$ cat src/rtl/dev_port_fifo_pkg.sv
// rtl/dev_port_fifo_pkg.sv - shared packet layout and error-flag indices for dev_port_fifo
package dev_port_fifo_pkg;

    localparam int ID_W      = 8;
    localparam int PAYLOAD_W = 8;

    localparam int ERR_TX_OVF   = 0;
    localparam int ERR_RX_OVF   = 1;
    localparam int ERR_MISROUTE = 2;

    typedef struct packed {
        logic [ID_W-1:0]      dest;
        logic [PAYLOAD_W-1:0] payload;
    } pkt_t;

endpackage

$ cat src/rtl/sync_fifo.sv
// rtl/sync_fifo.sv - first-word-fall-through synchronous FIFO with extra-MSB pointers
module sync_fifo #(
    parameter int WIDTH = 16,
    parameter int DEPTH = 8
) (
    input  logic             clk,
    input  logic             reset,
    input  logic             wr,
    input  logic [WIDTH-1:0] wdata,
    input  logic             rd,
    output logic [WIDTH-1:0] rdata,
    output logic             full,
    output logic             empty
);

    localparam int AW = $clog2(DEPTH);

    logic [AW:0]      wr_ptr;
    logic [AW:0]      rd_ptr;
    logic [WIDTH-1:0] mem [DEPTH];
    logic             wr_en;
    logic             rd_en;

    assign empty = (wr_ptr == rd_ptr);
    assign full  = (wr_ptr[AW] != rd_ptr[AW]) && (wr_ptr[AW-1:0] == rd_ptr[AW-1:0]);

    // A read on a full FIFO frees the slot being written in the same edge.
    assign rd_en = rd && !empty;
    assign wr_en = wr && (!full || rd_en);

    assign rdata = empty ? '0 : mem[rd_ptr[AW-1:0]];

    always_ff @(posedge clk or posedge reset) begin
        if (reset) begin
            wr_ptr <= '0;
            rd_ptr <= '0;
        end else begin
            if (wr_en) wr_ptr <= wr_ptr + {{AW{1'b0}}, 1'b1};
            if (rd_en) rd_ptr <= rd_ptr + {{AW{1'b0}}, 1'b1};
        end
    end

    always_ff @(posedge clk) begin
        if (wr_en) mem[wr_ptr[AW-1:0]] <= wdata;
    end

endmodule

$ cat src/rtl/dev_port_fifo.sv
// rtl/dev_port_fifo.sv - device port with TX/RX FIFOs and address filter; DEV_PORT_FIFO_STATS_EN adds drop counters
module dev_port_fifo
    import dev_port_fifo_pkg::*;
#(
    parameter int         PCKG_SZ   = 16,
    parameter int         DEPTH     = 8,
    parameter logic [7:0] DEV_ID    = 8'd0,
    parameter logic [7:0] BROADCAST = 8'hFF
) (
    input  logic               clk,
    input  logic               reset,
    input  logic               tx_wr,
    input  logic [PCKG_SZ-1:0] tx_data,
    output logic               tx_full,
    output logic               pndng,
    input  logic               pop,
    output logic [PCKG_SZ-1:0] D_pop,
    input  logic               push,
    input  logic [PCKG_SZ-1:0] D_push,
    input  logic               rx_rd,
    output logic [PCKG_SZ-1:0] rx_data,
    output logic               rx_empty,
    output logic [2:0]         err_pulse
`ifdef DEV_PORT_FIFO_STATS_EN
    ,
    output logic [15:0]        tx_drop_cnt,
    output logic [15:0]        rx_drop_cnt,
    output logic [15:0]        misroute_cnt
`endif
);

    logic            tx_empty;
    logic            rx_full;
    logic [ID_W-1:0] push_dest;
    logic            addr_ok;
    logic            rx_wr;
    logic [2:0]      err_next;

    assign push_dest = D_push[PCKG_SZ-1 -: ID_W];
    assign addr_ok   = (push_dest == DEV_ID) || (push_dest == BROADCAST);
    assign rx_wr     = push && addr_ok;
    assign pndng     = !tx_empty;

    always_comb begin
        err_next               = '0;
        err_next[ERR_TX_OVF]   = tx_wr && tx_full && !pop;
        err_next[ERR_RX_OVF]   = rx_wr && rx_full && !rx_rd;
        err_next[ERR_MISROUTE] = push && !addr_ok;
    end

    sync_fifo #(.WIDTH(PCKG_SZ), .DEPTH(DEPTH)) u_tx_fifo (
        .clk   (clk),
        .reset (reset),
        .wr    (tx_wr),
        .wdata (tx_data),
        .rd    (pop),
        .rdata (D_pop),
        .full  (tx_full),
        .empty (tx_empty)
    );

    sync_fifo #(.WIDTH(PCKG_SZ), .DEPTH(DEPTH)) u_rx_fifo (
        .clk   (clk),
        .reset (reset),
        .wr    (rx_wr),
        .wdata (D_push),
        .rd    (rx_rd),
        .rdata (rx_data),
        .full  (rx_full),
        .empty (rx_empty)
    );

    always_ff @(posedge clk or posedge reset) begin
        if (reset) err_pulse <= '0;
        else       err_pulse <= err_next;
    end

`ifdef DEV_PORT_FIFO_STATS_EN
    // Counters saturate at all-ones rather than wrapping back to a misleading small value.
    always_ff @(posedge clk or posedge reset) begin
        if (reset) begin
            tx_drop_cnt  <= '0;
            rx_drop_cnt  <= '0;
            misroute_cnt <= '0;
        end else begin
            if (err_next[ERR_TX_OVF] && tx_drop_cnt != 16'hFFFF)
                tx_drop_cnt <= tx_drop_cnt + 16'd1;
            if (err_next[ERR_RX_OVF] && rx_drop_cnt != 16'hFFFF)
                rx_drop_cnt <= rx_drop_cnt + 16'd1;
            if (err_next[ERR_MISROUTE] && misroute_cnt != 16'hFFFF)
                misroute_cnt <= misroute_cnt + 16'd1;
        end
    end
`endif

endmodule

$ cat config.mk
export PLATFORM = sky130hd
export DESIGN_NAME = dev_port_fifo
export DESIGN_NICKNAME = d
export VERILOG_FILES = /design/src/rtl/dev_port_fifo_pkg.sv /design/src/rtl/sync_fifo.sv /design/src/rtl/dev_port_fifo.sv
export SDC_FILE = /design/constraint.sdc
export NUM_CORES = 1
export LEC_CHECK = 0
export BUFFER_PORTS_ARGS = -buffer_cell sky130_fd_sc_hd__buf_2
export CAP_MARGIN = 20
export CORE_ASPECT_RATIO = 0.7
export CORE_MARGIN = 4
export CORE_UTILIZATION = 56
export DETAILED_ROUTE_END_ITERATION = 12
export GPL_ROUTABILITY_DRIVEN = 0
export PLACE_DENSITY = 0.79
export SYNTH_ARGS = -nofsm -noshare
export SYNTH_HDL_FRONTEND = slang
export SYNTH_SLANG_ARGS = --single-unit
$ cat constraint.sdc
create_clock -name clk -period 4.13 [get_ports clk]
set_input_delay 0.2065 -clock clk [delete_from_list [all_inputs] [get_ports clk]]
set_output_delay 0.2065 -clock clk [all_outputs]
set_load 0.01 [all_outputs]
==> flow_summary_export.csv <==
group,metric,value,unit
timing,hold_viol,0,
timing,worst_slack,1.325,ns
critical_path,slowest_stage,"and2_1",
grt,antenna_found_initial,0,
synthesis,synth-simple-area-share,3.885,%
synthesis,synth_top_area_share,71.24,%
power,peakVddDrop,0.0003889,V
clocking,insertion_delay,0.52,ns
critical_path,crit_buf_inv,2,
synthesis,synth_compound_area_share,0.09276,%
routing,drt_iter0_drc,455,
synthesis,synth_fa_ha_area_share,0.4638,%
routing,vias,5257,
hold_path,min_to,"u_rx_fifo.mem[5][8]",
clocking,cts.sinks,275,
critical_path,r2r-end,"u_tx_fifo.mem[1][15]",
cells_and_area,n_antenna_cell,0,
floorplanning,dieArea,21590,um^2
synthesis,synth_cells,521,
synthesis,seq_area_frac_synth,75.65,%
floorplanning,die_y,124.1,um
status,outcome,"finished clean",
critical_path,critPathTopFamily,"simple AND/OR/NAND/NOR gates",
critical_path,reg2regPathDepth,7,
clocking,clockBufferDepth,3,
placement,portBuffers,75,
synthesis,synth_top_family_by_area,"multiplexers",
routing,drtAntennaViolNets,0,
power,total_power,8.266,mW
placement,dpl.hpwl,12.27,mm
timing,fin_crit_sh,67.91,%
run,cap_violations,0,
grt,grt_pass1_vias,5462,
synthesis,yosys_warnings,0,
critical_path,r2r-start,"u_tx_fifo.rd_ptr[2]",
timing,clock_skew,0.01402,ns
critical_path,worstSetupPathType,"reg -> out",
timing,worstMarginPinSlew,0.9602,ns
clocking,root_buffer,"clkbuf_16",
routing,drc_errors,0,
clocking,cts_tree,"yes",
critical_path,crit_path_end_kind,"primary output",
timing,rsz0062_at_grt,"false",
routing,dr.pass1.iters,5,
synthesis,synth_xor_area_share,1.623,%
synthesis,synth_cell_types,34,
floorplanning,ioPinCount,76,
power,p_leak,4.436,nW
routing,via_per_inst,5.752,
synthesis,post_synth_mux_area_share,16.78,%
clocking,cts_buffers,26,
grt,grt_max_degree,36,
grt,grt_first_pass_wirelength,32.21,mm
floorplanning,die-width,173.9,um
synthesis,yosys-top-cells-area,"edfxtp_1 71%, mux4_2 13%, dfrtp_1 4.4%",
critical_path,max_stage_delay,0.71,ns
cells_and_area,area_growth,17.40,%
cells_and_area,fillers,1242,
cells_and_area,multiInputGateArea,2485,um^2
grt,grt-ovfl-total,0,
clocking,ctsResizeCount,0,
timing,timing.fmax,356.5,MHz
synthesis,avgSynthCellArea,20.71,um^2
hold_path,hold_depth,1,
timing,slew_viol_final,0,
routing,wl,20.82,mm
grt,grtUsageTotal,19.61,%
timing,setup_violations,0,
synthesis,synth_fp_nets,563,
cells_and_area,fin_nets,694,
clocking,clkTransAtPathRegs,0.06,ns
clocking,htree_levels,1,
critical_path,worstPathCellList,"buf_4 > xor2_1 > nor3_1 > and2_1 > nor2_1 > buf_2",
synthesis,synth_top_area_cell,"edfxtp_1",
power,cellPowerDensity,652.5,nW/um^2
cells_and_area,drive_gt1_share,31.55,%
critical_path,ff2ff_setup_slack,1.64,ns
cells_and_area,regArea,8165,um^2
floorplanning,core_area,18920,um^2
critical_path,start_kind,"register",
timing,relSlewSlack,35.99,%
hold_path,hold_path_class,"in -> reg",
timing,setup_tns,0,ns
floorplanning,initial_core_util,57.04,%
placement,place_ws,1.645,ns
timing,fin_crit,2.805,ns
critical_path,worst_ep_required_time,3.92,ns
synthesis,ys_seq_elements,275,
floorplanning,num_rows,42,
critical_path,critPathArrivalTime,2.60,ns
critical_path,cp_max_fo,19,
routing,wl_per_cell,22.77,um
hold_path,min_from,"D_push[8]",
synthesis,syn_area,10790,um^2
==> repair_timing <==
item,CTS,global route
hold buffers,34,0
endpoints found under the setup margin,0,0
setup buffers,0,0
endpoints found under the hold margin,262,0
==> layer usage <==
metal / GRT usage, % / up-vias / share of wire [%]
met5: 0 / - / 0
met3: 3.125 / 27 / 5.4
met1: 29.52 / 2724 / 45
met2: 30.95 / 153 / 48
met4: 4.844 / 0 / 1.9
li1: - / 2353 / -
==> cell families after synthesis <==
group                      Yosys count
DFF                                275
muxes                              100
and+or+nand+nor                     87
buffers and inverters               33
xor gates and xnor gates            20
adders and majority gates            4
AOI/OAI and AO/OA                    2
==> per-stage QoR <==
| step | instances | hold slack [ns] | util [%] | cell area (um^2) |
|---|---|---|---|---|
| 6_report | 914 | 0.01753 | 66.96 | 12670 |
| 5_1_grt | 914 | 0.008225 | 66.96 | 12670 |
| 4_1_cts | 914 | 0.0005899 | 66.96 | 12670 |
| 3_5_place_dp | 832 | 0.3877 | 60.83 | 11510 |
| 3_3_place_gp | 832 | 0.3860 | 60.83 | 11510 |
| 2_1_floorplan | 521 | 0.1576 | - | 10790 |
==> how the worst max path moves through the flow <==
| stage | from | to | slack [ns] | cells past startpoint |
|---|---|---|---|---|
| after global placement | D_push[12] | u_rx_fifo.mem[7][3] | 1.71 | 5 |
| after CTS | u_tx_fifo.rd_ptr[2] | D_pop[0] | 1.31 | 6 |
| after global routing | u_tx_fifo.rd_ptr[2] | D_pop[2] | 1.13 | 6 |
| final | u_tx_fifo.rd_ptr[2] | D_pop[2] | 1.33 | 6 |
| after floorplan | u_tx_fifo.rd_ptr[0] | u_tx_fifo.mem[0][0] | 1.43 | 6 |
| after detailed placement | u_tx_fifo.rd_ptr[2] | u_tx_fifo.mem[1][13] | 1.65 | 7 |
==> cell type report <==
cell class | instances | share of cell area (%)
Sequential cell | 275 | 64.45
Clock inverter | 8 | 0.3556
Inverter | 6 | 0.1778
Timing Repair Buffer | 130 | 6.894
Multi-Input combinational cell | 213 | 19.61
Clock buffer | 40 | 6.114
Tap cell | 242 | 2.390
==> flip-flops by register name, summed over array words and instances, names as in the netlist <==
name / flops
u_tx_fifo.wr_ptr: 4
u_rx_fifo.rd_ptr: 4
u_rx_fifo.wr_ptr: 4
err_pulse: 3
u_tx_fifo.mem: 128
u_tx_fifo.rd_ptr: 4
u_rx_fifo.mem: 128
==> layout by cell type, fill, tap and decap left out, drive strengths merged <==
cell / n
edfxtp: 256
buf: 96
mux4: 64
nor2: 49
clkbuf: 40
dlygate4sd3: 34
mux2i: 32
dfrtp: 19
xor2: 10
xnor2: 10
inv: 7
nand3: 6
nand2: 6
clkinv: 6
nand2b: 5
nand4: 5
nor3: 5
ha: 4
mux2: 4
and3: 3
nor4: 3
o21ai: 2
and2: 1
or3b: 1
nand3b: 1
and4bb: 1
nand4b: 1
clkinvlp: 1
==> cell usage after synthesis (all sizes together) <==
cell and n:
edfxtp 256, mux4 64, nor2 49, mux2i 32
buf 20, dfrtp 19, xnor2 10, xor2 10
clkbuf 7, inv 6, nand2 6, nand3 6
nand2b 5, nand4 5, nor3 5, ha 4
mux2 4, and3 3, nor4 3, o21ai 2
and2 1, and4bb 1, nand3b 1, nand4b 1
or3b 1
==> power by group <==
part	leakage, nW	internal, mW	switching [mW]
logic	1.49	1.20	1.39
clock network	0.404	1.29	0.952
registers	2.55	3.32	0.114
total	4.44	5.81	2.46
No activity file was read; power rests on OpenSTA's default activity.
